### src/rtl/uart_pkg.sv
// Shared types and constants for the oversampled UART receive path.
package uart_pkg;

  localparam int PARITY_NONE   = 0;
  localparam int PARITY_ODD    = 1;
  localparam int PARITY_EVEN   = 2;
  localparam int MAX_DATA_BITS = 9;

  typedef enum logic [2:0] {
    IDLE,
    START,
    DATA,
    PAR,
    STOP,
    BREAK
  } state_t;

  // Sized for the widest frame so one FIFO entry type serves every format.
  typedef struct packed {
    logic                     perr;
    logic                     ferr;
    logic [MAX_DATA_BITS-1:0] data;
  } entry_t;

endpackage

### src/rtl/uart_rx_fifo.sv
// Generic synchronous show-ahead FIFO: the head entry is visible on rdata_o
// whenever empty_o is low; flush_i empties it but keeps a coincident push.
module uart_rx_fifo #(
  parameter int WIDTH = 8,
  parameter int DEPTH = 16
) (
  input  logic                     clk_i,
  input  logic                     rst_n_i,
  input  logic                     flush_i,
  input  logic                     push_i,
  input  logic [WIDTH-1:0]         wdata_i,
  input  logic                     pop_i,
  output logic [WIDTH-1:0]         rdata_o,
  output logic                     full_o,
  output logic                     empty_o,
  output logic [$clog2(DEPTH):0]   level_o
);

  localparam int AW = $clog2(DEPTH);

  logic [WIDTH-1:0] mem [DEPTH];
  logic [AW-1:0]    wr_ptr_q, rd_ptr_q;
  logic [AW:0]      count_q;
  logic             do_push, do_pop, wr_en;
  logic [AW-1:0]    wr_idx;

  assign empty_o = (count_q == '0);
  assign full_o  = (count_q == (AW+1)'(DEPTH));
  assign level_o = count_q;

  // A push into a full FIFO only fits if the head leaves in the same cycle.
  assign do_pop  = pop_i && !empty_o;
  assign do_push = push_i && (!full_o || do_pop);

  assign wr_en  = flush_i ? push_i : do_push;
  assign wr_idx = flush_i ? '0 : wr_ptr_q;

  // NOTE: sequential state uses non-blocking assignments so every flop samples
  // pre-edge values regardless of block evaluation order.
  always_ff @(posedge clk_i or negedge rst_n_i) begin
    if (!rst_n_i) begin
      wr_ptr_q <= '0;
      rd_ptr_q <= '0;
      count_q  <= '0;
    end else if (flush_i) begin
      rd_ptr_q <= '0;
      wr_ptr_q <= AW'(push_i);
      count_q  <= (AW+1)'(push_i);
    end else begin
      if (do_push) wr_ptr_q <= wr_ptr_q + 1'b1;
      if (do_pop)  rd_ptr_q <= rd_ptr_q + 1'b1;
      unique case ({do_push, do_pop})
        2'b10:   count_q <= count_q + 1'b1;
        2'b01:   count_q <= count_q - 1'b1;
        default: count_q <= count_q;
      endcase
    end
  end

  // NOTE: storage has no reset; occupancy is tracked by the pointers and the
  // read port is masked while empty, so stale contents are never observed.
  always_ff @(posedge clk_i) begin
    if (wr_en) mem[wr_idx] <= wdata_i;
  end

  assign rdata_o = empty_o ? '0 : mem[rd_ptr_q];

endmodule

### src/rtl/uart_rx_stream.sv
// UART receiver with mid-bit sampling, configurable frame format and a
// show-ahead receive FIFO presented as a valid/ready stream.
module uart_rx_stream
  import uart_pkg::*;
#(
  parameter int CLKS_PER_BIT = 434,
  parameter int DATA_BITS    = 8,
  parameter int PARITY       = 0,
  parameter int STOP_BITS    = 1,
  parameter int FIFO_DEPTH   = 16
) (
  input  logic                          clk_i,
  input  logic                          rst_n_i,
  input  logic                          rx_i,
  input  logic                          clr_i,
  output logic [DATA_BITS-1:0]          data_o,
  output logic                          perr_o,
  output logic                          ferr_o,
  output logic                          valid_o,
  input  logic                          ready_i,
  output logic                          overflow_o,
  output logic [$clog2(FIFO_DEPTH):0]   level_o
);

  localparam int            CW        = $clog2(CLKS_PER_BIT);
  localparam logic [CW-1:0] LAST_CNT  = CW'(CLKS_PER_BIT - 1);
  localparam logic [CW-1:0] HALF_CNT  = CW'(CLKS_PER_BIT / 2);
  localparam logic [3:0]    LAST_DATA = 4'(DATA_BITS - 1);
  localparam logic [3:0]    LAST_STOP = 4'(STOP_BITS - 1);

  logic [1:0]           sync_q;
  logic                 rxs, rxs_prev_q;
  state_t               state_q, state_d;
  logic [CW-1:0]        cnt_q;
  logic [3:0]           bit_cnt_q;
  logic [DATA_BITS-1:0] data_q;
  logic                 perr_q, ferr_q;
  logic                 tick, half;
  logic                 frame_start, cnt_clr, shift_en, par_en, stop_en, push;
  logic                 fifo_full, fifo_empty, pop, overflow_q;
  entry_t               push_entry, head;
  logic                 unused_head;

  // Idle-high presets keep reset release from looking like a start edge.
  always_ff @(posedge clk_i or negedge rst_n_i) begin
    if (!rst_n_i) begin
      sync_q     <= 2'b11;
      rxs_prev_q <= 1'b1;
    end else begin
      sync_q     <= {sync_q[0], rx_i};
      rxs_prev_q <= rxs;
    end
  end

  assign rxs  = sync_q[1];
  assign tick = (cnt_q == LAST_CNT);
  assign half = (cnt_q == HALF_CNT);

  always_ff @(posedge clk_i or negedge rst_n_i) begin
    if (!rst_n_i) state_q <= IDLE;
    else          state_q <= state_d;
  end

  // NOTE: every output of this block is defaulted first so no path through
  // the case statement leaves a signal unassigned and infers a latch.
  always_comb begin
    state_d     = state_q;
    frame_start = 1'b0;
    cnt_clr     = 1'b0;
    shift_en    = 1'b0;
    par_en      = 1'b0;
    stop_en     = 1'b0;
    push        = 1'b0;
    unique case (state_q)
      IDLE: if (rxs_prev_q && !rxs) begin
        frame_start = 1'b1;
        cnt_clr     = 1'b1;
        state_d     = START;
      end
      // Restarting the timer at the start-bit centre puts later samples mid-bit.
      START: if (half) begin
        cnt_clr = 1'b1;
        state_d = rxs ? IDLE : DATA;
      end
      DATA: if (tick) begin
        shift_en = 1'b1;
        if (bit_cnt_q == LAST_DATA) state_d = (PARITY != PARITY_NONE) ? PAR : STOP;
      end
      PAR: if (tick) begin
        par_en  = 1'b1;
        state_d = STOP;
      end
      STOP: if (tick) begin
        stop_en = 1'b1;
        if (bit_cnt_q == LAST_STOP) begin
          push    = 1'b1;
          state_d = rxs ? IDLE : BREAK;
        end
      end
      BREAK: if (rxs) state_d = IDLE;
      default: state_d = IDLE;
    endcase
  end

  always_ff @(posedge clk_i or negedge rst_n_i) begin
    if (!rst_n_i) begin
      cnt_q     <= '0;
      bit_cnt_q <= '0;
      data_q    <= '0;
      perr_q    <= 1'b0;
      ferr_q    <= 1'b0;
    end else begin
      cnt_q <= (cnt_clr || tick) ? '0 : cnt_q + 1'b1;
      if (state_d != state_q)       bit_cnt_q <= '0;
      else if (shift_en || stop_en) bit_cnt_q <= bit_cnt_q + 1'b1;
      if (frame_start) begin
        perr_q <= 1'b0;
        ferr_q <= 1'b0;
      end
      if (shift_en) data_q <= {rxs, data_q[DATA_BITS-1:1]};
      if (par_en)   perr_q <= (PARITY == PARITY_ODD) ? ~(^data_q ^ rxs) : (^data_q ^ rxs);
      if (stop_en)  ferr_q <= ferr_q | ~rxs;
    end
  end

  // The final stop sample is folded in combinationally so the push needs no extra cycle.
  assign push_entry = '{perr: perr_q, ferr: ferr_q | ~rxs, data: MAX_DATA_BITS'(data_q)};
  assign pop        = valid_o && ready_i;

  uart_rx_fifo #(
    .WIDTH ($bits(entry_t)),
    .DEPTH (FIFO_DEPTH)
  ) u_fifo (
    .clk_i   (clk_i),
    .rst_n_i (rst_n_i),
    .flush_i (clr_i),
    .push_i  (push),
    .wdata_i (push_entry),
    .pop_i   (pop),
    .rdata_o (head),
    .full_o  (fifo_full),
    .empty_o (fifo_empty),
    .level_o (level_o)
  );

  always_ff @(posedge clk_i or negedge rst_n_i) begin
    if (!rst_n_i)                        overflow_q <= 1'b0;
    else if (clr_i)                      overflow_q <= 1'b0;
    else if (push && fifo_full && !pop)  overflow_q <= 1'b1;
  end

  assign valid_o     = !fifo_empty;
  assign data_o      = head.data[DATA_BITS-1:0];
  assign perr_o      = head.perr;
  assign ferr_o      = head.ferr;
  assign overflow_o  = overflow_q;
  assign unused_head = ^head.data;

endmodule
### config.mk
export PLATFORM = sky130hd
export DESIGN_NAME = uart_rx_stream
export DESIGN_NICKNAME = d
export VERILOG_FILES = /design/src/rtl/uart_pkg.sv /design/src/rtl/uart_rx_fifo.sv /design/src/rtl/uart_rx_stream.sv
export SDC_FILE = /design/constraint.sdc
export NUM_CORES = 1
export LEC_CHECK = 0
export ABC_AREA = 1
export CAP_MARGIN = 15
export CORE_MARGIN = 3
export CORE_UTILIZATION = 44
export DETAILED_ROUTE_END_ITERATION = 12
export GPL_TIMING_DRIVEN = 0
export PLACE_DENSITY = 0.72
export SYNTH_ARGS = -nofsm -noshare
export SYNTH_HDL_FRONTEND = slang
export SYNTH_HIERARCHICAL = 1
export SYNTH_SLANG_ARGS = --single-unit
### constraint.sdc
create_clock -name clk_i -period 2.9 [get_ports clk_i]
set_input_delay 0.435 -clock clk_i [delete_from_list [all_inputs] [get_ports clk_i]]
set_output_delay 0.435 -clock clk_i [all_outputs]
set_load 0.05 [all_outputs]
* After elaboration in Yosys (flattened, before gate mapping)
Memory sizes are Yosys's and may differ from the RTL's. Index checks and enable logic that the tools add are counted. Widths: inputs -> output; s select.
Word-level totals: memory bits (writable) 160, register bits 43, logic and storage cells 99, output and inout bits 17, memories 1
Memories:
- u_fifo.mem | depth 16, width 10, rd ports 1, clocked after Yosys merged registers in 0, write ports 1, RTL line uart_rx_fifo.sv:21 | logic [WIDTH-1:0] mem [DEPTH];
Cells by class: reductions and logical operators 24, multiplexer cells 41, equal/unequal tests 12, bitwise logic cells 3, add/sub/neg operators 6
Operators with widths (count):
- $mux 4 | 7
- $mux 3 | 9
- $mux 1 | 18
- $pmux 3 s6 | 1
- $add 4x1->4 const B | 3
- $reduce_bool 2->1 | 6
- $mux 11 | 1
- $pmux 5 s2 | 1
- $add 9x1->9 const B | 1
- $eq 9x8->1 const B | 1
- $eq 9x9->1 const B | 1
- $mux 9 | 1
- $reduce_xor 8->1 | 1
- $eq 3x2->1 const B | 2
- $eq 3x3->1 const B | 2
- $logic_and 1x1->1 | 6
- $add 5x1->5 const B | 1
- $eq 5x5->1 const B | 1
- $logic_not 5->1 | 1
- $mux 5 | 1
- $sub 5x1->5 const B | 1
- $eq 4x3->1 const B | 1
- $logic_not 1->1 | 4
- $logic_not 4->1 | 1
- other kinds (12) | 14

* Logic depth before layout (Yosys ltp)
depth after elaboration 9, gate-level depth with buffers 18, gate-level depth less buffers 18

* Hierarchy
The synthesis kept the hierarchy.
By module, submodules not included:
- uart_rx_fifo | cells each 718, area each 8060.2 sq um, times used 1
- uart_rx_stream | cells each 211, area each 1695.4 sq um, times used 1

* Worst setup path after synthesis
OpenSTA, ideal clock, no wires.
path type reg-to-reg, from reg u_fifo.count_q[4] (netlist: u_fifo/level_o[4]), to mem u_fifo/mem[11][0] (netlist bit), enable pin, cell stages (with the launch flop) 11, clock period less this slack 3271 ps, arrival time 2876 ps, slack -371 ps, required time 2504 ps, cell sequence dfrtp_1 inv_1 nand3_2 inv_1 buf_2 inv_1 nand2_1 inv_1 o21ai_4 nand2_4 nor3b_1
On the way: word-level cells in the longest chain between the ends 9, elaborated cells on any way between the ends 11, those cells by class eq/ne (1); mux (3); reduce/logical (7)
RTL lines:
- start, declared | RTL line uart_rx_fifo.sv:23 | logic [AW:0] count_q;
- start signal, assigned | RTL line uart_rx_fifo.sv:48 | count_q <= (AW+1)'(push_i);
- start signal, assigned | RTL line uart_rx_fifo.sv:53 | 2'b10: count_q <= count_q + 1'b1;
- start signal, assigned | RTL line uart_rx_fifo.sv:54 | 2'b01: count_q <= count_q - 1'b1;
- $logic_not 5->1 | RTL line uart_rx_fifo.sv:27 | assign empty_o = (count_q == '0);
- net fifo_empty | RTL line uart_rx_stream.sv:40 | logic fifo_full, fifo_empty, pop, overflow_q;
- $logic_not 1->1 | RTL line uart_rx_stream.sv:152 | assign valid_o = !fifo_empty;
- net valid_o | RTL line uart_rx_stream.sv:19 | output logic valid_o,
- $logic_and 1x1->1 | RTL line uart_rx_stream.sv:128 | assign pop = valid_o && ready_i;
- net pop | RTL line uart_rx_stream.sv:40
- $logic_and 1x1->1 | RTL line uart_rx_fifo.sv:32 | assign do_pop = pop_i && !empty_o;
- $logic_or 1x1->1 | RTL line uart_rx_fifo.sv:33 | assign do_push = push_i && (!full_o || do_pop);
- $logic_and 1x1->1 | RTL line uart_rx_fifo.sv:33
- $mux 1 | RTL line uart_rx_fifo.sv:35 | assign wr_en = flush_i ? push_i : do_push;
- $mux 1 | RTL line uart_rx_fifo.sv:63 | if (wr_en) mem[wr_idx] <= wdata_i;
- $mux 1 (not written as such) | RTL line uart_rx_fifo.sv:63
- end, declared | RTL line uart_rx_fifo.sv:21
The timed path passes the listed nets, and every way through them passes these cells.

* Final worst setup path
from reg u_fifo.rd_ptr_q[0], to out data_o[3]
On the way: word-level cells in the longest chain between the ends 2
RTL lines:
- start, declared | RTL line uart_rx_fifo.sv:22 | logic [AW-1:0] wr_ptr_q, rd_ptr_q;
- start signal, assigned | RTL line uart_rx_fifo.sv:51 | if (do_pop) rd_ptr_q <= rd_ptr_q + 1'b1;
- $mem_v2 16x10
- $mux 11 | RTL line uart_rx_fifo.sv:66 | assign rdata_o = empty_o ? '0 : mem[rd_ptr_q];
- end, declared | RTL line uart_rx_stream.sv:16 | output logic [DATA_BITS-1:0] data_o,
No other way between the ends.

==> metrics.yaml <==
flow_run:
  drv_cap: 0
timing:
  drv_slew: 0
  worstMarginPinSlew_ns: 1.07
  hold_viol_final: 0
  worst_slack_ns: 0.0398
  final-setup-viol-count: 0
  skew_ns: 0.0180
  max_freq_mhz: 350
  max-slew-margin-rel: 0.281
  timing.hold.ws_ns: 0.348
  min_period_ns: 2.86
  min_period_over_period: 0.986
  rsz0062_at_grt: "true"
grt:
  grt_use_total: 0.192
  grt_pass1_vias: 6245
  grt_max_degree: 35
  gr-total-overflow: 0
  grt_pass1_wl_um: 33300
  antenna_found_initial: 0
placed_design:
  dpl_cell_area_sq_um: 9720
  dp.cells: 1171
  portBuffers: 21
  dpl.hpwl_um: 14300
  dpl_worst_slack_ns: -0.0570
  gp_congestion: 0.896
cells_and_area:
  mostFrequentLayoutCell: "nand2_1"
  drive_above_1_share: 0.132
  final_nets: 940
  fin_area_sq_um: 10400
  fillerInstances: 1840
  instances_no_fill: 1210
  n_antenna_cell: 0
  syn_to_final_growth_pct: 14.1
  final_cell_mix: "264 x nand2_1, 160 x edfxtp_1, 148 x nand3_1"
floorplanning:
  initial_core_util: 0.450
  die_area_sq_um: 22500
  die_h_um: 150
  design.core.area_sq_um: 20300
  ios: 22
  num_rows: 52
  die_w_um: 150
clock_network:
  cts_max_level: 1
  clock_sinks: 203
  cts_tree: "yes"
  clkTransAtPathRegs_ns: 0.06
  clockRootBuffer: "clkbuf_16"
  clock_path_buffers: 3
  tritoncts.num_buffers: 21
  clock_latency_ns: 0.51
critical_path:
  slowest_stage: "dfrtp_1"
  crit_required_ns: 2.47
  cp_common_cell: "nand2_1"
  cp_top_family: "buffers and inverters"
  slowest_delay_ns: 0.40
  cp_num_buf_inv: 4
  startpoint_type: "flip-flop"
  endpoint_kind: "output port"
  worst-path-max-fanout: 9
  arrival_ns: 2.43
  crit_type: "reg2out"
  path_cells: "buf_6, clkinv_2, buf_4, nand2_1, nand3_1, nand3_1, nand2_1, nand2_1, a21oi_1, clkbuf_4"
synth:
  synth_fp_nets: 894
  syn-cell-area_sq_um: 9130
  netlist_instances: 879
  syn_avg_cell_area_sq_um: 10.4
  ys_warn_count: 6
drt:
  wl_per_cell_um: 18.0
  first_pass_iters: 7
  postRouteAntennaNets: 0
  drt-total-wl_um: 21800
  num_vias: 6533
  drc: 0
  drtIter0Drc: 567
  viasPerCell: 5.40
power:
  p_per_area_nw_per_um2: 740
  power_mw: 7.71
  p_leak_nw: 4.26
  ir_drop_uv: 515
status:
  status: "finished clean"
worst_hold_path:
  min_path_type: "in2async"
==> sequential cells by signal, summed over array words and instances, names as in the netlist <==
signal           cells
u_fifo/mem         160
data_q               8
u_fifo/wr_ptr_q      4
ferr_q               1
overflow_o           1
sync_q               2
cnt_q                9
bit_cnt_q            4
perr_q               1
u_fifo/rd_ptr_q      4
u_fifo/level_o       5
state_q              3
rxs_prev_q           1
==> repair_timing <==
| item | CTS | global route |
|---|---|---|
| endpoints found under the hold margin | 9 | 0 |
| resized for setup | 34 | 32 |
| hold buffers | 1 | 0 |
| setup buffers | 0 | 0 |
| endpoints found under the setup margin | 21 | 151 |
| cloned | 0 | 0 |
==> power by group <==
part / total [mW] / internal, mW / switching, mW
clock network: 2.69 / 1.63 / 1.06
registers: 3.29 / 3.19 / 0.0995
logic: 1.73 / 0.524 / 1.20
total: 7.71 / 5.34 / 2.36
==> area by class of cell <==
cell class,count,area (sq um),share of cell area
plain buffers,38,225,0.0216
clock buffers,28,562,0.0539
clock inverters,10,124,0.0119
inverters,56,211,0.0203
multi-input cells,582,2880,0.276
flip-flops and latches,203,5890,0.565
well taps,270,338,0.0324
repair buffers,23,193,0.0185
==> through the flow <==
| stage | TNS [ns] | utilization |
|---|---|---|
| 6_report | 0 | 0.513 |
| 2_1_floorplan | 0 | - |
| 5_1_grt | -2.11 | 0.513 |
| 4_1_cts | 0 | 0.513 |
| 3_3_place_gp | -0.651 | 0.478 |
| 3_5_place_dp | -0.732 | 0.479 |
==> per-layer routing <==
layer  vias up  GRT usage  wire length, um
met5         -          0                0
li1       3083          -                -
met3        66     0.0285             1500
met4         0     0.0833              919
met2       296      0.321            10400
met1      3088      0.251             8950
==> worst paths after layout <==
path	start	endpoint	slack, ns	depth (start not counted)
worst min-delay path	rst_n_i	u_fifo/rd_ptr_q[1]$_DFFE_PN0P_	0.35	2
worst max-delay path	u_fifo/rd_ptr_q[0]$_DFFE_PN0P_	data_o[3]	0.04	10
worst min register to register	sync_q[0]$_DFF_PN1_	sync_q[1]$_DFF_PN1_	0.36	0
worst max register to register	cnt_q[1]$_DFF_PN0_	u_fifo/mem[7][1]$_DFFE_PP_	0.06	10
max in group asynchronous	rst_n_i	sync_q[0]$_DFF_PN1_	1.99	3
min in group clk_i	rx_i	sync_q[0]$_DFF_PN1_	0.35	1
No activity file was read; power rests on OpenSTA's default activity.
